File: src/rtl/dmem_responder.sv
// dmem_responder: word storage behind a single-outstanding req/ready port.
// A request is captured in IDLE and held for WAIT_CYCLES wait states. It then
// completes with a one-cycle ready pulse. Misaligned or out-of-range accesses
// complete with err=1 and leave the storage untouched.
// Optional feature: define DMEM_RESP_BYTE_EN_EN to add a be[3:0] input.
// With be present, a write updates only the enabled bytes (be[0] = bits 7:0).
module dmem_responder #(
    parameter int DEPTH_WORDS = 64,
    parameter int WAIT_CYCLES = 2
) (
    input  logic        clk,
    input  logic        rst_n,
    input  logic        req,
    input  logic        we,
    input  logic [31:0] addr,
    input  logic [31:0] wdata,
`ifdef DMEM_RESP_BYTE_EN_EN
    input  logic [3:0]  be,
`endif
    output logic [31:0] rdata,
    output logic        ready,
    output logic        err,
    output logic        busy
);

    localparam int          IDX_W     = (DEPTH_WORDS > 1) ? $clog2(DEPTH_WORDS) : 1;
    localparam logic [29:0] DEPTH_LIM = 30'(DEPTH_WORDS);

    typedef enum logic [1:0] {IDLE, WAIT, RESP} state_t;

    state_t      state, next_state;
    logic [3:0]  cnt, next_cnt;

    // Request fields held stable for the whole transaction.
    logic        lat_we;
    logic [31:0] lat_addr;
    logic [31:0] lat_wdata;

    // Fields of the access being completed this cycle.
    logic        cur_we;
    logic [31:0] cur_addr;
    logic [31:0] cur_wdata;
`ifdef DMEM_RESP_BYTE_EN_EN
    logic [3:0]  lat_be;
    logic [3:0]  cur_be;
`endif

    logic             acc_err;
    logic             enter_resp;
    logic [IDX_W-1:0] idx;

    logic [31:0] mem [DEPTH_WORDS];

    // State and wait counter register.
    always_ff @(posedge clk or negedge rst_n) begin
        if (!rst_n) begin
            state <= IDLE;
            cnt   <= '0;
        end else begin
            // NOTE: non-blocking assignments keep every register sampling the
            // pre-edge values, so ordering between always_ff blocks is irrelevant.
            state <= next_state;
            cnt   <= next_cnt;
        end
    end

    // Next-state and wait-counter logic.
    always_comb begin
        // NOTE: defaults first so every path assigns every output; no latch.
        next_state = state;
        next_cnt   = cnt;
        unique case (state)
            IDLE: begin
                if (req) begin
                    if (WAIT_CYCLES == 0) begin
                        next_state = RESP;
                    end else begin
                        next_state = WAIT;
                        next_cnt   = 4'(WAIT_CYCLES - 1);
                    end
                end
            end
            WAIT: begin
                if (cnt == 4'd0) next_state = RESP;
                else             next_cnt   = cnt - 4'd1;
            end
            RESP:    next_state = IDLE;
            default: next_state = IDLE;
        endcase
    end

    // Capture the request fields on the accepting edge.
    always_ff @(posedge clk or negedge rst_n) begin
        if (!rst_n) begin
            lat_we    <= 1'b0;
            lat_addr  <= '0;
            lat_wdata <= '0;
`ifdef DMEM_RESP_BYTE_EN_EN
            lat_be    <= '0;
`endif
        end else if (state == IDLE && req) begin
            lat_we    <= we;
            lat_addr  <= addr;
            lat_wdata <= wdata;
`ifdef DMEM_RESP_BYTE_EN_EN
            lat_be    <= be;
`endif
        end
    end

    // With zero wait states IDLE enters RESP on the capture edge itself,
    // so that access has to be decoded from the live inputs.
    always_comb begin
        if (state == IDLE) begin
            cur_we    = we;
            cur_addr  = addr;
            cur_wdata = wdata;
`ifdef DMEM_RESP_BYTE_EN_EN
            cur_be    = be;
`endif
        end else begin
            cur_we    = lat_we;
            cur_addr  = lat_addr;
            cur_wdata = lat_wdata;
`ifdef DMEM_RESP_BYTE_EN_EN
            cur_be    = lat_be;
`endif
        end
    end

    assign acc_err    = (cur_addr[1:0] != 2'b00) || (cur_addr[31:2] >= DEPTH_LIM);
    assign idx        = cur_addr[IDX_W+1:2];
    assign enter_resp = rst_n && (state != RESP) && (next_state == RESP);

    // Storage write, performed on the edge that enters RESP.
    always_ff @(posedge clk) begin
        // NOTE: storage has no reset; clearing the array would add a write port
        // per word for contents software must initialise anyway.
        if (enter_resp && cur_we && !acc_err) begin
`ifdef DMEM_RESP_BYTE_EN_EN
            for (int i = 0; i < 4; i++) begin
                if (cur_be[i]) mem[idx][8*i +: 8] <= cur_wdata[8*i +: 8];
            end
`else
            mem[idx] <= cur_wdata;
`endif
        end
    end

    // Response data and error flag, valid only in the RESP cycle.
    always_ff @(posedge clk or negedge rst_n) begin
        if (!rst_n) begin
            rdata <= '0;
            err   <= 1'b0;
        end else if (enter_resp) begin
            rdata <= (!cur_we && !acc_err) ? mem[idx] : 32'h0;
            err   <= acc_err;
        end else begin
            rdata <= '0;
            err   <= 1'b0;
        end
    end

    assign ready = (state == RESP);
    assign busy  = (state != IDLE);

endmodule

File: config.mk
export PLATFORM = sky130hd
export DESIGN_NAME = dmem_responder
export DESIGN_NICKNAME = d
export VERILOG_FILES = /design/src/rtl/dmem_responder.sv
export SDC_FILE = /design/constraint.sdc
export NUM_CORES = 2
export LEC_CHECK = 0
export ABC_AREA = 1
export CORE_ASPECT_RATIO = 0.8
export CORE_MARGIN = 2
export CORE_UTILIZATION = 30
export CTS_BUF_LIST = sky130_fd_sc_hd__clkbuf_2
export CTS_CLUSTER_DIAMETER = 120
export DETAILED_ROUTE_END_ITERATION = 8
export SLEW_MARGIN = 10
export SYNTH_ARGS = -nofsm -noshare
export SYNTH_HDL_FRONTEND = slang
export SYNTH_SLANG_ARGS = --single-unit
File: constraint.sdc
create_clock -name clk -period 11.03 [get_ports clk]
set_input_delay 2.206 -clock clk [delete_from_list [all_inputs] [get_ports clk]]
set_output_delay 2.206 -clock clk [all_outputs]
set_load 0.05 [all_outputs]
# After elaboration in Yosys (flattened, before gate mapping)
# Memories as Yosys holds them, arrays and structs flattened.
# Index checks and enable logic that the tools add are counted.
[op_classes]
mul = 0
mux = 14
bitwise = 0
n_shift = 0
n_reduce_logical = 15
n_addsub = 1
n_eq_ne = 6
n_div = 0
n_lt_le_gt_ge = 1
[op_table]
columns = ["op", "n"]
rows = [
  ["two-way mux 32 bit", 4],
  ["greater-or-equal comparator 30 x 7 -> 1 bit (second input constant)", 1],
  ["two-way mux 4 bit", 2],
  ["one-hot mux 4 bit (2 select lines)", 1],
  ["logical AND 1 bit", 6],
  ["!= test 2 bit (second input constant)", 3],
  ["nonzero test 2 bit", 3],
  ["equality test 2 bit (second input constant)", 2],
  ["zero test 4 bit", 1],
  ["two-way mux 1 bit", 4],
  ["two-way mux 2 bit", 2],
  ["one-hot mux 2 bit (2 select lines)", 1],
  ["subtractor 4 x 1 -> 4 bit (second input constant)", 1],
  ["AND reduction 3 bit", 1],
  ["equality test 2 x 1 -> 1 bit (second input constant)", 1],
  ["zero test 1 bit", 2],
  ["zero test 2 bit", 1],
  ["logical OR 1 bit", 1],
]
[word_totals]
rom_bits = 0
latch_bits = 0
regBits = 104
n_memories = 1
ramBits = 2048
out_inout_bits = 35
word_cells = 45
input_bits = 68
[mem_list]
columns = ["memory", "words", "width", "read_ports", "rd_clocked_by_memory_dff", "write_ports", "line_no", "text"]
rows = [
  ["mem", 64, 32, 1, 0, 1, "52", "logic [31:0] mem [DEPTH_WORDS];"],
]

# Longest topological paths before layout
[logic_depth]
depth_word = 9
mapped_depth = 18
ltp_nobuf = 15

# Worst setup path after synthesis
# OpenSTA, ideal clock, no wires.
[synth_timing]
path_kind = "input to register"
from = "input wdata[22]"
to = "memory mem[0][22], data pin"
setup_slack_ns = 5.553
setup_time_ns = 0.703
t_required_ns = 10.327
arrival_ns = 4.774
n_path_buf = 0
cell_stages = 2
path_cell_list = "inv_1 > o21ai_0"
[synth_between]
elab_chain_len = 1
[synth_rtl]
columns = ["element", "line_no", "text"]
rows = [
  ["from (decl)", "16", "input logic [31:0] wdata,"],
  ["two-way mux 32 bit", "114", "if (state == IDLE) begin"],
  ["via cur_wdata[22]", "42", "logic [31:0] cur_wdata;"],
  ["to (decl)", "52", ""],
]
# The timed path passes the listed nets, and every way through them passes these cells.

# Final worst setup path
[layout_timing]
from = "register state[0]"
to = "register rdata[24]"
[layout_between]
elab_chain_len = 8
[layout_rtl]
columns = ["element", "line_no", "text"]
rows = [
  ["from (decl)", "31", "state_t state, next_state;"],
  ["from (signal assigned)", "62", "state <= next_state;"],
  ["zero test 2 bit", "72, 114", ""],
  ["two-way mux 32 bit", "114", ""],
  ["greater-or-equal comparator 30 x 7 -> 1 bit / nonzero test 2 bit (equally long branches)", "131", "assign acc_err = (cur_addr[1:0] != 2'b00) || (cur_addr[31:2] >= DEPTH_LIM);"],
  ["logical OR 1 bit", "131", ""],
  ["zero test 1 bit", "156", "rdata <= (!cur_we && !acc_err) ? mem[idx] : 32'h0;"],
  ["logical AND 1 bit", "156", ""],
  ["two-way mux 32 bit", "156", ""],
  ["two-way mux 32 bit (*)", "155", "end else if (enter_resp) begin"],
  ["to (signal assigned)", "156", ""],
  ["to (decl)", "20", "output logic [31:0] rdata,"],
]
# Mark *: on every way between the ends. The rest lies on a longest branch, timed or not.
# A chain may end at the register's enable or synchronous reset.

==> parameters.txt <==
Parameter                              Value

Placement
  Instance area at placement ... 94,100 um^2
  Number of port buffers ... 102
  Final Wtd Congestion ... 0.870
  Number of cells after detailed placement ... 11,600
  HPWL reported at the end of detailed placement ... 148 mm

Routing
  Sum of routed wire length over all layers ... 269 mm
  Initial detailed-routing violation count ... 8,971
  Via/cell ratio ... 4.84
  Number of routed nets with antenna violations ... 0
  Routed WL per cell ... 21.5 um
  Number of design rule violations left after detail routing ... 0
  Vias post-DR ... 60,500
  Initial DRT Pass Iterations ... 6

Floorplanning
  Initial Utilization ... 0.302
  Die width ... 610 um
  Std cell rows ... 177
  Die height ... 489 um
  Top Ports ... 103
  Placeable core region ... 291,000 um^2
  Full die area ... 298,000 um^2

GRT
  Initial antenna violation count ... 30
  Met3 global-route usage ... 0.0508
  Wire length of the first global-routing pass ... 387 mm
  Vias in the first global route ... 57,100
  Total global-route track usage ... 0.175
  Met2 track utilization from global routing ... 0.254
  Pin count of the biggest net entering global routing ... 188
  Total congestion overflow after global routing ... 0
  GRT Max-Usage Layer ... met2
  Met1 track utilization from global routing ... 0.252

Run
  Max_cap viols ... 0

Cells and area
  Most common cell after layout, fill and taps aside ... sky130_fd_sc_hd__nand2_1
  Count of non-filler cells in the finished layout ... 12,500
  Share of cells above drive strength 1 ... 0.118
  Total non-filler cell area in the finished layout ... 98,300 um^2
  Area growth, synth to finish ... 11.6%
  Most frequent cells in the layout ... 2,970 x sky130_fd_sc_hd__nand2_1, 2,048 x sky130_fd_sc_hd__edfxtp_1, 727 x sky130_fd_sc_hd__clkbuf_2
  Fillers ... 29,100
  Count of nets after finishing ... 8,337

STA
  Achievable clock frequency ... 168 MHz
  Count of final hold-check violations ... 0
  Final cycle utilization of the critical path ... 0.539
  Clock period minus worst slack ... 5.94 ns
  Final Setup Violations ... 0
  Setup TNS ... 0 ns
  Relative max-transition margin ... 0.144
  Fin Clk Skew ... 0.107 ns
  Slew at the pin with the worst max-slew slack ... 1.27 ns
  Unrepaired setup endpoints after global routing ... no
  Max-slew violation count ... 0

Clock tree
  Total CTS buffers ... 476
  Number of H-tree branching levels ... 5
  Number of buffers inserted by hold repair at cts ... 0
  Clk root buf ... sky130_fd_sc_hd__clkbuf_2
  Resize count post-CTS ... 0
  TritonCTS clock tree ... yes
  Setup Fix Bufs, Post-CTS ... 0
  Insertion delay to the later sink of the worst-skew pair ... 1.70 ns
  CTS Buffer Depth ... 4
  Register clock-pin slew on the reported worst setup and hold paths ... 0.11 ns
  Sinks on the clock net ... 2,152

Synth
  Area of the mapped netlist ... 88,100 um^2
  Synthesized area per cell ... 11.1 um^2
  #FFs+latches synth ... 2,152
  Synthesized instance count ... 7,963
  Synth warn ... 0
  Fraction of synthesized cell area taken by the top area cell type ... 0.698
  Post-synthesis async set-or-reset flop share ... 0.0483
  Cell taking the most area after synthesis ... sky130_fd_sc_hd__edfxtp_1
  Number of synthesized flops with an enable pin ... 2,048
  Number of nets produced by synthesis ... 8,033
  Number of distinct library cell variants in the gate-level netlist after synthesis ... 28
  Portion of the post-synthesis area used by sequential elements ... 0.728
  Most frequently used flop master after synthesis ... sky130_fd_sc_hd__edfxtp_1
  Ranking of synthesized cells by area ... sky130_fd_sc_hd__edfxtp_1 70%, sky130_fd_sc_hd__nand2_1 13%, sky130_fd_sc_hd__nand3_1 3.2%

Critical path
  Path depth of the worst reg2reg path ... 15
  WP data required ... 12.55 ns
  Data arrival time of the critical path ... 7.46 ns
  Sort of element at the start of the critical path ... flop
  Class of the most critical setup path ... reg -> reg
  Highest net fanout along the worst path ... 70
  Endpoint class of the critical path ... flop

Pwr
  Static Leakage ... 37.9 nW
  Peak supply drop ... 393 uV
  Overall Power ... 28.1 mW
  Power per standard cell area ... 286 nW/um^2

Status
  Result of the run ... complete, no violations

Min path
  Worst hold path type ... reg -> reg
  Count of cells along the worst hold path ... 2
==> cells by family (layout without fill, tap and decap cells) <==
logic type / Yosys count / after routing / synth area share
AND/OR/NAND/NOR: 4321 / 4321 / 0.196
flip-flops: 2152 / 2152 / 0.728
buffers and inverters: 974 / 1641 / 0.0465
AO/OA/AOI/OAI: 513 / 513 / 0.0293
adder cells (fa/ha/maj): 2 / 2 / 0.000284
XOR/XNOR: 1 / 1 / 0.0000995
other: 0 / 10 / 0
==> through the flow <==
step | hold WS, ns | util | setup WS, ns
floorplan | 0.440 | - | 5.55
global placement | 0.450 | 0.323 | 4.17
detailed placement | 0.461 | 0.323 | 4.21
CTS | 0.347 | 0.337 | 5.20
global route | 0.462 | 0.337 | 4.95
finish | 0.485 | 0.337 | 5.09
==> final timing paths <==
check | slack [ns] | startpoint | endpoint
max | 5.09 | state[0] | rdata[24]
min | 0.48 | lat_addr[25] | lat_addr[25]
max reg2reg | 5.09 | state[0] | rdata[24]
min reg2reg | 0.48 | lat_addr[25] | lat_addr[25]
max in group asynchronous | 8.83 | rst_n | rdata[8]
min in group asynchronous | 0.51 | rst_n | lat_wdata[8]
==> flip-flops by register name (all words and copies together) (netlist names) <==
signal     flops
lat_wdata     32
rdata         32
cnt            4
err            1
state          2
mem         2048
lat_addr      32
lat_we         1
==> worst max-delay path: stages, from the launching register on <==
cell                      delay, ns
sky130_fd_sc_hd__dfrtp_1       0.47
sky130_fd_sc_hd__inv_2         0.08
sky130_fd_sc_hd__nand2_4       0.28
sky130_fd_sc_hd__buf_4         0.83
sky130_fd_sc_hd__nand2_2       0.21
sky130_fd_sc_hd__nand2_8       0.38
sky130_fd_sc_hd__buf_4         0.57
sky130_fd_sc_hd__buf_4         0.69
sky130_fd_sc_hd__nand2_1       0.11
sky130_fd_sc_hd__nand3_1       0.14
sky130_fd_sc_hd__nand2_1       0.07
sky130_fd_sc_hd__o21ai_1       0.48
sky130_fd_sc_hd__nand2_1       0.11
sky130_fd_sc_hd__nor2_1        0.43
sky130_fd_sc_hd__nand2_1       0.40
sky130_fd_sc_hd__nor2_1        0.39
==> report_power, final <==
part | internal, mW | total, mW | switching, mW
clock | 1.80 | 4.93 | 3.13
sequential | 10.6 | 10.7 | 0.0723
combinational | 2.47 | 12.5 | 10.0
==> cell type report <==
class / instances / area, um^2 / share of cell area
Sequential cell: 2152 / 64100 / 0.652
Multi-Input combinational cell: 4837 / 20800 / 0.212
Timing Repair Buffer: 246 / 2310 / 0.0235
Tap cell: 3848 / 4810 / 0.0490
Clock inverter: 114 / 520 / 0.00529
Antenna cell: 10 / 25.0 / 0.000255
Clock buffer: 727 / 3640 / 0.0370
Inverter: 554 / 2080 / 0.0211
==> Yosys cell counts, drive strengths merged (2+ instances only) <==
library cell,instances
nand2,2977
edfxtp,2048
nor2,653
nand3,571
inv,554
o21ai,478
buf,283
clkbuf,137
nand4,106
dfrtp,104
a21oi,34
or2,8
nand3b,4
ha,2
nor3,2
==> metal layers <==
metal,vias up,part of all wire
li1,27500,-
met2,3336,0.42
met5,-,0.000093
met3,383,0.13
met1,29300,0.42
met4,4,0.027
No activity file was read; power rests on OpenSTA's default activity.
